--- src/rtl/vector_alu_pkg.sv ---
// Shared opcode and FSM state types for the
// lane-parallel vector ALU.
package vector_alu_pkg;

   typedef enum logic [2:0] {
      OP_ADD     = 3'b000,
      OP_SUB     = 3'b001,
      OP_DIV     = 3'b010,
      OP_FPMUL   = 3'b011,
      OP_MUL     = 3'b100,
      OP_PASS1   = 3'b101,
      OP_PASS2   = 3'b110,
      OP_PASS1_B = 3'b111
   } op_e;

   typedef enum logic [1:0] {
      IDLE = 2'd0,
      DIV  = 2'd1,
      HOLD = 2'd2
   } state_e;

endpackage

--- src/rtl/vector_div_lane.sv ---
// One lane of the lockstep restoring divider;
// produces one quotient bit per step.
module vector_div_lane
   import vector_alu_pkg::*;
#(
   parameter int DATA_WIDTH = 8
) (
   input  logic                  clk,
   input  logic                  reset,
   input  logic                  start,
   input  logic                  step,
   input  logic                  last,
   input  logic [DATA_WIDTH-1:0] a,
   input  logic [DATA_WIDTH-1:0] b,
   output logic [DATA_WIDTH-1:0] quotient,
   output logic                  done
);

   logic [DATA_WIDTH-1:0] dvd_q, dvd_d;
   logic [DATA_WIDTH-1:0] dvs_q, dvs_d;
   logic [DATA_WIDTH-1:0] rem_q, rem_d;
   logic                  done_q, done_d;
   logic [DATA_WIDTH:0]   rem_ext;
   logic                  ge;

   // Divide by zero naturally yields all ones here.
   always_comb begin
      rem_ext = {rem_q, dvd_q[DATA_WIDTH-1]};
      ge      = (rem_ext >= {1'b0, dvs_q});
      dvd_d   = dvd_q;
      dvs_d   = dvs_q;
      rem_d   = rem_q;
      done_d  = done_q;
      if (start) begin
         dvd_d  = a;
         dvs_d  = b;
         rem_d  = '0;
         done_d = 1'b0;
      end else if (step) begin
         rem_d  = ge ? DATA_WIDTH'(rem_ext - {1'b0, dvs_q})
                     : rem_ext[DATA_WIDTH-1:0];
         dvd_d  = (dvd_q << 1) | DATA_WIDTH'(ge);
         done_d = last;
      end
   end

   always_ff @(posedge clk) begin
      if (reset) begin
         dvd_q  <= '0;
         dvs_q  <= '0;
         rem_q  <= '0;
         done_q <= 1'b0;
      end else begin
         dvd_q  <= dvd_d;
         dvs_q  <= dvs_d;
         rem_q  <= rem_d;
         done_q <= done_d;
      end
   end

   assign quotient = dvd_q;
   assign done     = done_q;

endmodule

--- src/rtl/vector_alu_pipe.sv ---
// Lane-parallel unsigned vector ALU with a
// valid/ready handshake and multi-cycle divide.
module vector_alu_pipe
   import vector_alu_pkg::*;
#(
   parameter int DATA_WIDTH = 8,
   parameter int LANES      = 6,
   parameter int FRAC_BITS  = 4
) (
   input  logic                        clk,
   input  logic                        reset,
   input  logic                        in_valid,
   output logic                        in_ready,
   input  logic [2:0]                  op,
   input  logic [LANES*DATA_WIDTH-1:0] operand1,
   input  logic [LANES*DATA_WIDTH-1:0] operand2,
   output logic                        out_valid,
   input  logic                        out_ready,
   output logic [LANES*DATA_WIDTH-1:0] out,
   output logic                        busy
);

   localparam int W  = LANES * DATA_WIDTH;
   localparam int CW = $clog2(DATA_WIDTH + 1);

   state_e          state_q, state_d;
   logic [CW-1:0]   cnt_q, cnt_d;
   logic [W-1:0]    out_q, out_d;
   logic            ov_q, ov_d;
   logic [W-1:0]    alu_w;
   logic [W-1:0]    quot_w;
   logic [LANES-1:0] done_w;
   logic            accept;
   logic            div_go;
   logic            step;
   logic            last;

   assign in_ready = (state_q == IDLE) && (!ov_q || out_ready);
   assign accept   = in_valid && in_ready;
   assign div_go   = accept && (op_e'(op) == OP_DIV);
   assign step     = (state_q == DIV);
   assign last     = (cnt_q == CW'(DATA_WIDTH - 1));

   for (genvar g = 0; g < LANES; g++) begin : g_lane
      logic [DATA_WIDTH-1:0]   a, b, res;
      logic [2*DATA_WIDTH-1:0] prod;

      assign a    = operand1[g*DATA_WIDTH +: DATA_WIDTH];
      assign b    = operand2[g*DATA_WIDTH +: DATA_WIDTH];
      assign prod = {{DATA_WIDTH{1'b0}}, a}
                  * {{DATA_WIDTH{1'b0}}, b};

      always_comb begin
         res = a;
         unique case (op_e'(op))
            OP_ADD:   res = a + b;
            OP_SUB:   res = a - b;
            OP_FPMUL: res = DATA_WIDTH'(prod >> FRAC_BITS);
            OP_MUL:   res = DATA_WIDTH'(prod);
            OP_PASS2: res = b;
            default:  res = a;
         endcase
      end

      assign alu_w[g*DATA_WIDTH +: DATA_WIDTH] = res;

      vector_div_lane #(
         .DATA_WIDTH (DATA_WIDTH)
      ) u_div (
         .clk      (clk),
         .reset    (reset),
         .start    (div_go),
         .step     (step),
         .last     (last),
         .a        (a),
         .b        (b),
         .quotient (quot_w[g*DATA_WIDTH +: DATA_WIDTH]),
         .done     (done_w[g])
      );
   end

   // HOLD spends its first cycle loading the quotients.
   always_comb begin
      state_d = state_q;
      cnt_d   = cnt_q;
      out_d   = out_q;
      ov_d    = ov_q;
      unique case (state_q)
         IDLE: begin
            if (ov_q && out_ready) ov_d = 1'b0;
            if (accept) begin
               if (op_e'(op) == OP_DIV) begin
                  state_d = DIV;
                  cnt_d   = '0;
               end else begin
                  out_d = alu_w;
                  ov_d  = 1'b1;
               end
            end
         end
         DIV: begin
            cnt_d = cnt_q + 1'b1;
            if (last) state_d = HOLD;
         end
         HOLD: begin
            if (!ov_q) begin
               if (&done_w) begin
                  out_d = quot_w;
                  ov_d  = 1'b1;
               end
            end else if (out_ready) begin
               ov_d    = 1'b0;
               state_d = IDLE;
            end
         end
         default: state_d = IDLE;
      endcase
   end

   always_ff @(posedge clk) begin
      if (reset) begin
         state_q <= IDLE;
         cnt_q   <= '0;
         out_q   <= '0;
         ov_q    <= 1'b0;
      end else begin
         state_q <= state_d;
         cnt_q   <= cnt_d;
         out_q   <= out_d;
         ov_q    <= ov_d;
      end
   end

   assign out       = out_q;
   assign out_valid = ov_q;
   assign busy      = (state_q == DIV);

endmodule

--- config.mk ---
export PLATFORM = sky130hd
export DESIGN_NAME = vector_alu_pipe
export DESIGN_NICKNAME = d
export VERILOG_FILES = /design/src/rtl/vector_alu_pkg.sv /design/src/rtl/vector_div_lane.sv /design/src/rtl/vector_alu_pipe.sv
export SDC_FILE = /design/constraint.sdc
export NUM_CORES = 1
export LEC_CHECK = 0
export BUFFER_PORTS_ARGS = -buffer_cell sky130_fd_sc_hd__buf_2
export CORE_MARGIN = 2
export CORE_UTILIZATION = 54
export DETAILED_ROUTE_END_ITERATION = 8
export GPL_TIMING_DRIVEN = 0
export HOLD_SLACK_MARGIN = 0.15
export PLACE_DENSITY = 0.8
export SYNTH_ARGS = -nofsm -noshare
export SYNTH_HDL_FRONTEND = slang
export SYNTH_SLANG_ARGS = --single-unit
--- constraint.sdc ---
create_clock -name clk -period 9.35 [get_ports clk]
set_input_delay 1.87 -clock clk [delete_from_list [all_inputs] [get_ports clk]]
set_output_delay 1.87 -clock clk [all_outputs]
set_load 0.01 [all_outputs]
; Yosys cells after proc, flatten, opt, wreduce, memory -nomap -nowiden
; Cells that the tools add are included.
[classes]
n_eq_ne = 16
muxes = 45
mul = 6
n_bitwise = 6
n_addsub = 19
order_cmp = 6
reduce_logical = 15
[op_table]
columns = cell, count
row1 = 8-bit one-hot mux with 5 select lines, 6
row2 = 48-bit two-way mux, 4
row3 = 8-bit two-way mux, 18
row4 = 48-bit one-hot mux with 2 select lines, 1
row5 = 8-bit subtractor, 12
row6 = 8-bit by 8-bit multiplier with 12-bit output, 6
row7 = 9-bit by 8-bit greater-or-equal comparator with 1-bit output, 6
row8 = 8-bit adder, 6
row9 = 8-bit by 1-bit OR with 8-bit output, 6
row10 = 2-bit != test (second input constant), 6
row11 = 2-bit two-way mux, 5
row12 = 5-bit AND reduction, 2
row13 = 4-bit two-way mux, 2
row14 = 4-bit one-hot mux with 2 select lines, 1
row15 = 3-bit by 2-bit equality test with 1-bit output (second input constant), 2
row16 = 3-bit equality test (second input constant), 2
row17 = 1-bit two-way mux, 6
row18 = 2-bit one-hot mux with 3 select lines, 1
row19 = 2-bit nonzero test, 3
row20 = 4-bit by 1-bit adder with 4-bit output (second input constant), 1
row21 = 4-bit by 3-bit equality test with 1-bit output (second input constant), 1
row22 = 1-bit logical AND, 4
row23 = 2-bit by 1-bit != test with 1-bit output (second input constant), 2
row24 = 3-bit by 1-bit equality test with 1-bit output (second input constant), 1
row25 = other kinds (9), 9
[word_totals]
wordCells = 136
input_bits = 103
ff_bits = 200

; Longest topological paths before layout
[depth]
depth_word = 6
mapped_depth = 18
depth_no_buf = 17

; Cells and area by module
; Synthesis repeated with hierarchy kept, for this count alone.
[hier_totals]
hier_cells = 3137
hier_area_um2 = 25254.2
[by_module_without_submodules]
columns = mod, area_each_um2, cells_per_inst, instances, seq_area_each_um2
row1 = vector_alu_pipe, 16748.6, 2129, 1, 1101.1
row2 = vector_div_lane, 1417.6, 168, 6, 500.5

; Least setup slack after synthesis
; No wires, ideal clock.
[synth_path]
path_kind = in2reg
start = input port operand1[19]
end = register out_q[23] (netlist: out[23])
path_slack_ns = 3.422
path_stages = 16
t_arrival_ns = 5.806
setup_ns = 0.122
cell_sequence = clkbuf_1 > and2_1 > fa_1 > inv_1 > fa_1 > fa_1 > fa_1 > inv_1 > ha_1 > o21ai_1 > o21bai_1 > a2111oi_0 > a21oi_1 > xnor2_1 > nor2_1 > o32a_1
[synth_between]
elab_chain_len = 5
elab_cells_between_ends = 7
[synth_lines]
columns = item, line
row1 = from (decl), vector_alu_pipe.sv:15  ; input logic [LANES*DATA_WIDTH-1:0] operand1,
row2 = 8-bit by 8-bit multiplier with 12-bit output (tied with other cells), vector_alu_pipe.sv:51  ; * {{DATA_WIDTH{1'b0}}, b};
row3 = 8-bit one-hot mux with 5 select lines (*), vector_alu_pipe.sv:55  ; unique case (op_e'(op))
row4 = 48-bit two-way mux (*), vector_alu_pipe.sv:92  ; if (op_e'(op) == OP_DIV) begin
row5 = 48-bit two-way mux (*), vector_alu_pipe.sv:91  ; if (accept) begin
row6 = 48-bit one-hot mux with 2 select lines (*), vector_alu_pipe.sv:88  ; unique case (state_q)
row7 = to (signal assigned), vector_alu_pipe.sv:129  ; out_q <= out_d;
row8 = to (decl), vector_alu_pipe.sv:28  ; logic [W-1:0] out_q, out_d;
; Every way passes the cells marked *; elsewhere a longest branch is shown, timed or not. The select of a mux whose other input is x is not followed.
; A chain may end at the register's enable or synchronous reset.

; Worst setup path after layout
[layout_path]
start = input port operand2[12]
end = register out_q[15] (netlist: out[15])
[layout_between]
elab_chain_len = 5
elab_cells_between_ends = 7
[layout_lines]
columns = item, line
row1 = from (decl), vector_alu_pipe.sv:16  ; input logic [LANES*DATA_WIDTH-1:0] operand2,
row2 = 8-bit by 8-bit multiplier with 12-bit output (tied with other cells), vector_alu_pipe.sv:51
row3 = 8-bit one-hot mux with 5 select lines (*), vector_alu_pipe.sv:55
row4 = 48-bit two-way mux (*), vector_alu_pipe.sv:92
row5 = 48-bit two-way mux (*), vector_alu_pipe.sv:91
row6 = 48-bit one-hot mux with 2 select lines (*), vector_alu_pipe.sv:88
; Marked as above.

==> impl_results.md <==
* CP startpoint: operand2[12]
* Cell Area, Synth at 24530 µm²
* Syn Nets at 3637
* Clock Root Buffer: clkbuf_16
* Setup tns final at 0 ns
* Crit path kind: input pin to flip-flop
* # IOs at 154
* Final count of hold timing violations at 0
* Worst path bufs/invs at 5
* Inserted Diodes at 0
* Routed Antenna Nets at 0
* Antenna violations before repair at 1
* Max_cap viols at 0
* Post-synthesis adder-cell area fraction at 28.45%
* Fraction of registers with async set/reset at 0%
* R2r endpoint: out[32]
* CTS Hold Bufs at 0
* Share of cells above drive strength 1 at 8.157%
* Die area at 47160 µm²
* Nets at 3790
* Number of synthesized flops with an enable pin at 0
* CTS Sinks at 200
* Slew @ Worst Pin at 1.286 ns
* Die W at 217.2 µm
* Critical path arrival at 6.80 ns
* Violated checks: DRC
* CP Capture Type: flip-flop
* Vias in the first global route at 23260
* Max Slew Vio Count at 0
* Die height at 217.2 µm
* Slowest cell delay on critical path at 0.60 ns
* Worst-case reg-to-reg path depth at 6
* Outcome: finished, violations left
* Post-synth top area cell: dfxtp_1
* Tmin final at 6.462 ns
* Main combinational cell family by area after synthesis: adder cells
* Final worst hold slack at 0.4548 ns
* Slowest CP cell: clkbuf_1
* Area delta synth->final at 8.109%
* Routed wire per std cell at 22.80 µm
* Top cell by count, worst path: fa_1
* Worst Path Max Fanout at 10
* Reg2Reg Setup Slack at 6.36 ns
* Total routed wirelength at 88.04 mm
* Unrepaired setup endpoints after global routing: false
* Hold WC Path Type: flip-flop to flip-flop
* Synth Area in Compound Gates at 18.78%
* CTS Buffer Depth at 2
* Avg Synthesized Cell Area at 7.927 µm²
* Sequential-to-total area share from yosys stat at 16.32%
* Simple-Gate Fraction of Synth Area at 19.63%
* Gate Count Post-Synth at 3095
* Post CTS Setup Buffer Count at 0
* Post-route DRC at 2
* R2r startpoint: state_q[0]
* IO buf count at 134
* Post-Place Cells at 3829
* Clock Latency Late Sink at 0.46 ns
* PostCTS Resize Cnt at 0
* Largest net degree at the start of global routing at 19
* Post-synth top area share at 16.32%
* Post-route cell area at 26520 µm²
* Setup violators final at 0
* Most common flop cell mapped by yosys: dfxtp_1
* YS warnings at 0
* Htree depth at 4
* Peak Freq at 154.7 MHz
* Residual overflow from global routing at 0
* Placed instance area at 25960 µm²
* Core area at 45090 µm²
* Total track usage at 37.08%
* Leakage at 11.59 nW
* Synth cell types at 74
* Non-filler cells, final at 3861
* Fill cell count at 4181
* Commonest cells in the netlist: 373 x inv_1, 291 x nand2_1, 261 x a21oi_1, 261 x and2_1, 241 x ha_1
* Crit path cell chain: buf_2 -> clkbuf_1 -> nand2_1 -> fa_1 -> inv_1 -> fa_1 -> inv_1 -> fa_1 -> fa_1 -> inv_1 -> ha_1 -> o21ai_0 -> o21bai_1 -> a2111oi_0 -> a21oi_1 -> xnor2_1 -> nor2_1 -> o32a_1
* PD cells at 157.5 nW/µm²
* Critical path depth at 18
* Area contributors post-synth: dfxtp_1 16%, fa_1 16%, ha_1 12%, and2_1 6.7%, inv_1 5.7%
* Initial DRC Count at 3328
* Count leader, synth: inv_1
* Mux cell area share after synthesis at 1.423%
* Seq cells post-synth at 200
* Clk slew on worst S/H paths at 0.08 ns
* Final WS setup at 2.888 ns
* TritonRoute pass-1 iters at 9
* TritonCTS clock tree: built
* Max-slew headroom at 13.97%
* Crit path launch type: input pin
* Place WS at 2.552 ns
* Post-route clock period utilization at 69.12%
* Dpl hpwl at 66.13 mm
* Gpl congestion at 1.049
* Final Skew at 0.01291 ns
* Maximum vdd drop at 0.1541 mV
* Initial Util at 54.42%
* Vias at 24230
* Critical Path Sink: out[15]
* XOR/XNOR Fraction of Synth Area at 6.283%
* Row cnt at 78
* Vias per inst at 6.275
* CP required at 9.69 ns
* Global-route wire length before repair at 133.8 mm
* Num CTS Buffers at 17
* CP top delay family: adder cells
-- layout by cell type (no fill, tap or decap), drive strengths merged, types with 52 or more instances in the layout --
cell type    n
xnor2      143
a21oi      262
ha         241
and2       261
o21ai      164
buf        195
clkbuf     149
nand2      291
a22oi       52
dfxtp      200
inv        378
fa         198
nor2       173
-- sequential cells by signal, summed over array words and instances, names as in the netlist --
signal / count
out_valid: 1
g_lane.u_div.rem_q: 48
out: 48
state_q: 2
cnt_q: 4
g_lane.u_div.dvs_q: 48
g_lane.u_div.quotient: 48
g_lane.u_div.done: 1
-- power by group --
group	total [mW]	switching, mW	internal [mW]
Sequential	0.939	0.0434	0.896
Combinational	2.49	1.49	0.999
Clock	0.745	0.380	0.365
Total	4.18	1.92	2.26
-- worst min-delay path by stage --
stage	cells after the start	endpoint	start
after detailed placement	2	out[32]	out[32]
after floorplan	1	g_lane[5].u_div.rem_q[7]	g_lane[5].u_div.rem_q[7]
after CTS	2	out[32]	out[32]
after global placement	1	g_lane[5].u_div.rem_q[7]	g_lane[5].u_div.rem_q[7]
after global routing	2	g_lane[4].u_div.dvs_q[3]	g_lane[4].u_div.dvs_q[3]
final	2	out[32]	out[32]
-- through the flow --
step / power, mW / util [%]
floorplan: 2.698 / -
global placement: 3.315 / 57.57
detailed placement: 3.364 / 57.57
CTS: 4.100 / 58.83
global route: 4.450 / 58.83
finish: 4.178 / 58.83
-- worst reg2reg max path, cell delays in order (launching register included) --
cell and delay (ns):
dfxtp_1 0.53, nand2b_1 0.17, buf_2 0.30, buf_2 0.42, clkbuf_1 0.71, o221ai_1 0.54
a21oi_1 0.25
-- cell type report --
class	instances	area (µm²)	area share (%)
clock inverters	12	111.4	0.4198
multi-input cells	2331	18290	68.97
repair buffers	134	670.6	2.528
flip-flops and latches	200	4004	15.10
plain buffers	190	833.3	3.142
inverters	374	1404	5.293
well taps	600	750.7	2.830
clock buffers	20	456.7	1.722
-- cells by family (layout without fill, tap and decap cells) --
| kind of cell | count (synthesis) | after routing |
|---|---|---|
| AOI/OAI and AO/OA | 732 | 732 |
| xor gates and xnor gates | 176 | 176 |
| adders and majority gates | 439 | 439 |
| buffers and inverters | 564 | 730 |
| DFF | 200 | 200 |
| muxes | 34 | 34 |
| and+or+nand+nor | 950 | 950 |
-- layer usage --
| metal | up-vias | share of wire (%) | global-route usage, % |
|---|---|---|---|
| li1 | 10680 | - | - |
| met1 | 11520 | 38 | 47.45 |
| met2 | 1623 | 43 | 57.72 |
| met3 | 406 | 13 | 9.630 |
| met4 | 2 | 6.1 | 19.11 |
| met5 | - | 0.020 | 0 |
(Power assumes the default switching activity.)
